$ cat config.mk
export PLATFORM = sky130hd
export DESIGN_NAME = l1_ctrl
export DESIGN_NICKNAME = d
export VERILOG_FILES = /design/src/rtl/l1_pkg.sv /design/src/rtl/l1_tag_data_array.sv /design/src/rtl/l1_ctrl.sv
export SDC_FILE = /design/constraint.sdc
export NUM_CORES = 1
export LEC_CHECK = 0
export BUFFER_PORTS_ARGS = -buffer_cell sky130_fd_sc_hd__buf_2
export CAP_MARGIN = 20
export CORE_UTILIZATION = 45
export CTS_BUF_LIST = sky130_fd_sc_hd__clkbuf_16
export CTS_CLUSTER_SIZE = 12
export DETAILED_ROUTE_END_ITERATION = 10
export PLACE_DENSITY = 0.66
export SLEW_MARGIN = 5
export SYNTH_ARGS = -nofsm -noshare
export SYNTH_HDL_FRONTEND = slang
export SYNTH_SLANG_ARGS = --single-unit
$ cat constraint.sdc
create_clock -name clk -period 11.3 [get_ports clk]
set_clock_uncertainty 0.05 [all_clocks]
set_input_delay 1.13 -clock clk [delete_from_list [all_inputs] [get_ports clk]]
set_output_delay 1.13 -clock clk [all_outputs]
set_load 0.01 [all_outputs]
$ cat src/rtl/l1_pkg.sv
// Shared sizes, FSM state encoding and line layout for the L1 controller and L2 interface.
package l1_pkg;

    localparam int unsigned L1_LINES      = 16;
    localparam int unsigned L1_INDEX_SIZE = 4;
    localparam int unsigned L1_TAG_SIZE   = 26;
    localparam int unsigned L1_WORD_SIZE  = 32;
    localparam int unsigned L2_WORD_SIZE  = L1_WORD_SIZE;
    // L2 request is held long enough to straddle both phases of the 2-cycle L2 pipeline
    localparam int unsigned L2_WINDOW     = 4;

    typedef enum logic [1:0] {
        ST_IDLE,
        ST_LOOKUP,
        ST_L2_REQ,
        ST_RESP
    } l1_state_e;

    typedef struct packed {
        logic                     valid;
        logic [L1_TAG_SIZE-1:0]   tag;
        logic [L1_WORD_SIZE-1:0]  data;
    } l1_line_t;

endpackage

$ cat src/rtl/l1_tag_data_array.sv
// Direct-mapped L1 storage: async read, sync single-port write, valid bits cleared on reset.
module l1_tag_data_array
    import l1_pkg::*;
#(
    parameter int unsigned LINES      = L1_LINES,
    parameter int unsigned INDEX_SIZE = L1_INDEX_SIZE
) (
    input  logic                  clk,
    input  logic                  rst,
    input  logic [INDEX_SIZE-1:0] idx,
    output l1_line_t              rd_line,
    input  logic                  wr_en,
    input  l1_line_t              wr_line
);

    logic [LINES-1:0]        valid_q;
    logic [L1_TAG_SIZE-1:0]  tag_q  [LINES];
    logic [L1_WORD_SIZE-1:0] data_q [LINES];

    always_ff @(posedge clk or posedge rst) begin
        if (rst) begin
            valid_q <= '0;
        end else if (wr_en) begin
            valid_q[idx] <= wr_line.valid;
        end
    end

    // Tag/data need no reset: they are only observed through a valid bit
    always_ff @(posedge clk) begin
        if (wr_en) begin
            tag_q[idx]  <= wr_line.tag;
            data_q[idx] <= wr_line.data;
        end
    end

    assign rd_line = {valid_q[idx], tag_q[idx], data_q[idx]};

endmodule

$ cat src/rtl/l1_ctrl.sv
// Direct-mapped, write-through, no-write-allocate L1 controller in front of a slow L2.
// Optional macro L1_STATS_EN adds saturating read hit/miss counters (hit_cnt, miss_cnt).
module l1_ctrl
    import l1_pkg::*;
#(
    parameter int unsigned LINES      = L1_LINES,
    parameter int unsigned INDEX_SIZE = L1_INDEX_SIZE,
    parameter int unsigned TAG_SIZE   = L1_TAG_SIZE,
    parameter int unsigned WORD_SIZE  = L1_WORD_SIZE
) (
    input  logic                 clk,
    input  logic                 rst,
    input  logic                 cpu_req,
    input  logic                 cpu_wr,
    input  logic [WORD_SIZE-1:0] cpu_addr,
    input  logic [WORD_SIZE-1:0] cpu_wdata,
    output logic                 cpu_ready,
    output logic                 cpu_rvalid,
    output logic [WORD_SIZE-1:0] cpu_rdata,
    output logic                 cpu_hit,
    output logic [WORD_SIZE-1:0] l2_addr,
    output logic [WORD_SIZE-1:0] l2_wdata,
    output logic                 l2_wr_en,
    input  logic [WORD_SIZE-1:0] l2_rdata,
    input  logic                 l2_hit
`ifdef L1_STATS_EN
    ,
    output logic [31:0]          hit_cnt,
    output logic [31:0]          miss_cnt
`endif
);

    l1_state_e              state;
    logic                   req_wr;
    logic [WORD_SIZE-1:0]   req_addr;
    logic [WORD_SIZE-1:0]   req_wdata;
    logic [1:0]             win_cnt;
    logic                   l2_hit_q;
    logic [L2_WORD_SIZE-1:0] l2_rdata_q;

    logic [INDEX_SIZE-1:0]  req_idx_c;
    logic [TAG_SIZE-1:0]    req_tag_c;
    l1_line_t               rd_line_c;
    l1_line_t               wr_line_c;
    logic                   wr_en_c;
    logic                   l1_hit_c;
    logic                   win_last_c;
    logic                   l2_hit_now_c;
    logic [WORD_SIZE-1:0]   l2_data_now_c;

    assign req_idx_c  = req_addr[INDEX_SIZE+1:2];
    assign req_tag_c  = req_addr[WORD_SIZE-1 -: TAG_SIZE];
    assign l1_hit_c   = rd_line_c.valid && (rd_line_c.tag == req_tag_c);
    assign win_last_c = (win_cnt == 2'(L2_WINDOW - 1));

    // Include the current window cycle so an ack on the last cycle still counts
    assign l2_hit_now_c  = l2_hit_q | l2_hit;
    assign l2_data_now_c = l2_hit ? l2_rdata : l2_rdata_q;

    // Array write: data update on write hit in LOOKUP, line fill on L2 read hit
    always_comb begin
        wr_en_c   = 1'b0;
        wr_line_c = '{valid: 1'b1, tag: req_tag_c, data: l2_data_now_c};
        if (state == ST_LOOKUP && req_wr && l1_hit_c) begin
            wr_en_c        = 1'b1;
            wr_line_c.data = req_wdata;
        end else if (state == ST_L2_REQ && win_last_c && !req_wr && l2_hit_now_c) begin
            wr_en_c = 1'b1;
        end
    end

    l1_tag_data_array #(
        .LINES      (LINES),
        .INDEX_SIZE (INDEX_SIZE)
    ) u_array (
        .clk     (clk),
        .rst     (rst),
        .idx     (req_idx_c),
        .rd_line (rd_line_c),
        .wr_en   (wr_en_c),
        .wr_line (wr_line_c)
    );

    always_ff @(posedge clk or posedge rst) begin
        if (rst) begin
            state      <= ST_IDLE;
            req_wr     <= 1'b0;
            req_addr   <= '0;
            req_wdata  <= '0;
            win_cnt    <= '0;
            l2_hit_q   <= 1'b0;
            l2_rdata_q <= '0;
            cpu_ready  <= 1'b1;
            cpu_rvalid <= 1'b0;
            cpu_rdata  <= '0;
            cpu_hit    <= 1'b0;
            l2_addr    <= '0;
            l2_wdata   <= '0;
            l2_wr_en   <= 1'b0;
        end else begin
            cpu_rvalid <= 1'b0;
            case (state)
                ST_IDLE: begin
                    if (cpu_req) begin
                        req_wr    <= cpu_wr;
                        req_addr  <= cpu_addr;
                        req_wdata <= cpu_wdata;
                        cpu_ready <= 1'b0;
                        state     <= ST_LOOKUP;
                    end
                end
                ST_LOOKUP: begin
                    if (!req_wr && l1_hit_c) begin
                        cpu_rvalid <= 1'b1;
                        cpu_rdata  <= rd_line_c.data;
                        cpu_hit    <= 1'b1;
                        state      <= ST_RESP;
                    end else begin
                        win_cnt    <= '0;
                        l2_hit_q   <= 1'b0;
                        l2_rdata_q <= '0;
                        l2_addr    <= req_addr;
                        l2_wr_en   <= req_wr;
                        l2_wdata   <= req_wr ? req_wdata : '0;
                        state      <= ST_L2_REQ;
                    end
                end
                ST_L2_REQ: begin
                    if (l2_hit) begin
                        l2_hit_q   <= 1'b1;
                        l2_rdata_q <= l2_rdata;
                    end
                    if (win_last_c) begin
                        l2_addr    <= '0;
                        l2_wdata   <= '0;
                        l2_wr_en   <= 1'b0;
                        cpu_rvalid <= 1'b1;
                        cpu_hit    <= l2_hit_now_c;
                        if (req_wr) begin
                            cpu_rdata <= req_wdata;
                        end else begin
                            cpu_rdata <= l2_hit_now_c ? l2_data_now_c : '0;
                        end
                        state <= ST_RESP;
                    end else begin
                        win_cnt <= win_cnt + 2'd1;
                    end
                end
                ST_RESP: begin
                    cpu_ready <= 1'b1;
                    state     <= ST_IDLE;
                end
                default: begin
                    cpu_ready <= 1'b1;
                    state     <= ST_IDLE;
                end
            endcase
        end
    end

`ifdef L1_STATS_EN
    // Read-only lookup statistics, saturating at all-ones
    always_ff @(posedge clk or posedge rst) begin
        if (rst) begin
            hit_cnt  <= '0;
            miss_cnt <= '0;
        end else if (state == ST_LOOKUP && !req_wr) begin
            if (l1_hit_c && hit_cnt != '1) begin
                hit_cnt <= hit_cnt + 32'd1;
            end
            if (!l1_hit_c && miss_cnt != '1) begin
                miss_cnt <= miss_cnt + 32'd1;
            end
        end
    end
`else
    // Statistics counters are not built in this configuration.
`endif

endmodule

==> metrics.txt <==
post-CTS setup buffer count 0; floorplan row count 116; Routed WL 110 mm; arrival time at the worst endpoint 7.83 ns; PnR worst setup slack 3.73 ns; Synth cell types 72; vias post-DR 23.7k; die height 321 µm; Overall Global Routing Usage 21.4%; Die X 321 µm; initial antenna violation count 0; Hold Vio Cnt, Final 0; Post-synth top cells 928 x edfxtp_1, 222 x mux4_2, 217 x dfrtp_1; outcome finished, final reports clean; IO buf count 200; vias in the first global route 24.6k; synth warn 0; min cycle time layout 7.57 ns; ant diodes 0; die area 103,000 µm²; most common cell in the netlist edfxtp_1; Sink Count 1,146; CP Capture Type flip-flop; TritonCTS buffer count 114; FF-to-FF path depth 13; worst vdd ir 0.000354 V; post-route DRC violation count 0; power per cell area 264 nW/µm²; fillers 7,825; Core Area 101,000 µm²; Post-synth ARST share 19.0%; Max Fclk 132 MHz; final design utilization 51.6%; max_slew headroom 25.1%; hold-fix buffers at CTS 0; DR vias/cell 5.94; Clock Latency Late Sink 0.70 ns; Slew Viols, Final 0; Critical R2R Capture u_array.tag_q[1][0]; register-to-register setup slack 3.73 ns; worst setup path end u_array.tag_q[1][0]; pin count of the biggest net entering global routing 124; FF-to-FF Start req_addr[5]; Slew @ Worst Pin 1.12 ns; period utilization 67.0%; final worst hold slack 0.428 ns; area occupied by multi-input gates 11,900 µm²; nets@finish 2,645; register area 33,300 µm²; DR WL/cell 27.5 µm; Worst Hold Class flip-flop to flip-flop; predominant post-synthesis flop cell edfxtp_1; post-place setup slack 3.81 ns; Worst EP required 11.56 ns; Crit Path Max Fanout 60; clock slew at reported path FFs 0.06 ns; gpl congestion 0.902; GRT overflow 0; Mapped Nets 2,412; Synth top area share 60.7%; first-pass GRT wire length 164 mm; clk root buf clkbuf_16; TritonCTS clock tree done; post-cts gate resize count 0; Crit Path Class flip-flop to flip-flop; area delta synth->final 13.0%; register area share after synthesis 72.6%; ANT nets after route 0; initial core utilization 45.7%; Startpoint Class flip-flop; layout cell share with drive strength beyond 1 32.4%; Crit. Startpoint req_addr[5]; register bit total from synthesis 1,146; clk buf depth 3; HPWL after detailed placement 64.9 mm; Mapped Cells 2,306; Mapped Area 45,900 µm²; Post-Syn Area per Cell 19.9 µm²; Post-synth EDFFs 928; CTS H-tree depth 3; Synth area leader edfxtp_1; max-cap violations 0; synth top area cells edfxtp_1 61%, dfrtp_1 12%, mux4_2 11%, mux2_2 4.0%, mux2i_1 2.2%; Pre-antenna DRT Iters 5; RSZ-0062 raised after global routing no; Pleak 18.3 nW; IO Count 201; drt initial violations 2,318; Setup TNS 0 ns; Final Setup Violations 0
-- critical path, cell delays in order (launching register included) --
cell and delay (ns):
dfrtp_4 0.99, buf_4 0.87, and2_1 0.62, a22oi_1 0.21, and2_1 0.20, a2111oi_1 0.35, nand4b_1 0.16, a2111oi_2 0.49
nand2_1 0.17, nor2_4 0.10, buf_4 0.56, o21ai_1 0.48, nor2_4 1.00, buf_4 0.68
-- per-stage QoR --
stage / cells / power [W] / cell area, µm²
global placement: 3775 / 0.0102 / 48400
detailed placement: 3776 / 0.0103 / 48500
global route: 3992 / 0.0143 / 51900
CTS: 3988 / 0.0138 / 51800
finish: 3992 / 0.0137 / 51900
floorplan: 2306 / 0.00887 / 45900
-- cell type report --
cell class                      instances  share of cell area [%]
Timing Repair Buffer                  257                    2.86
Sequential cell                      1146                    64.2
Multi-Input combinational cell       1009                    23.0
Inverter                               11                  0.0940
Tap cell                             1357                    3.27
Clock buffer                          116                    5.59
Clock inverter                         96                   0.921
-- how the worst min path moves through the flow --
stage / start / cells past startpoint / to / slack, ns
6_report: u_array.valid_q[4] / 1 / u_array.valid_q[4] / 0.43
5_1_grt: u_array.valid_q[3] / 1 / u_array.valid_q[3] / 0.44
4_1_cts: u_array.valid_q[4] / 1 / u_array.valid_q[4] / 0.43
3_5_place_dp: l2_wr_en / 1 / l2_wr_en / 0.41
3_3_place_gp: l2_wr_en / 1 / l2_wr_en / 0.41
2_1_floorplan: u_array.valid_q[10] / 1 / u_array.valid_q[10] / 0.39
-- power by group --
part           internal (W)  total (W)  leakage [nW]  switching, W
logic               0.00200    0.00443          5.27       0.00242
clock network       0.00185    0.00342          1.88       0.00157
registers           0.00527    0.00585          11.1      0.000582
-- flip-flops by register name (all words and copies together) (netlist names) --
name,cells
u_array.data_q,512
l2_wr_en,1
state,2
l2_wdata,32
u_array.valid_q,16
win_cnt,2
cpu_ready,1
l2_hit_q,1
l2_rdata_q,32
cpu_rvalid,1
l2_addr,32
cpu_hit,1
req_wdata,32
cpu_rdata,32
req_addr,32
u_array.tag_q,416
req_wr,1
-- metal layers --
layer,share of wire [%],global-route usage [%],up-vias
met5,0,0,-
met4,1.6,4.88,0
met3,6.4,2.79,139
met2,49,35.1,927
met1,43,30.7,12700
li1,-,-,9953
-- layout by cell type (no fill, tap or decap), types with 65 or more instances in the layout --
cell	Yosys	layout
mux2_2	165	165
mux2i_1	103	103
dfrtp_1	217	212
mux4_2	222	222
inv_1	10	72
clkbuf_16	0	116
edfxtp_1	928	928
buf_2	35	200
a22oi_1	65	65
a22o_1	70	70
-- kinds of logic after synthesis --
group	count (synthesis)	synth area share, %
flops	1146	72.6
mux	532	18.5
compound gates	292	4.91
simple gates	159	1.78
buf+inv	151	1.77
xor+xnor	21	0.400
fa+ha+maj	5	0.136
(Power assumes the default switching activity.)
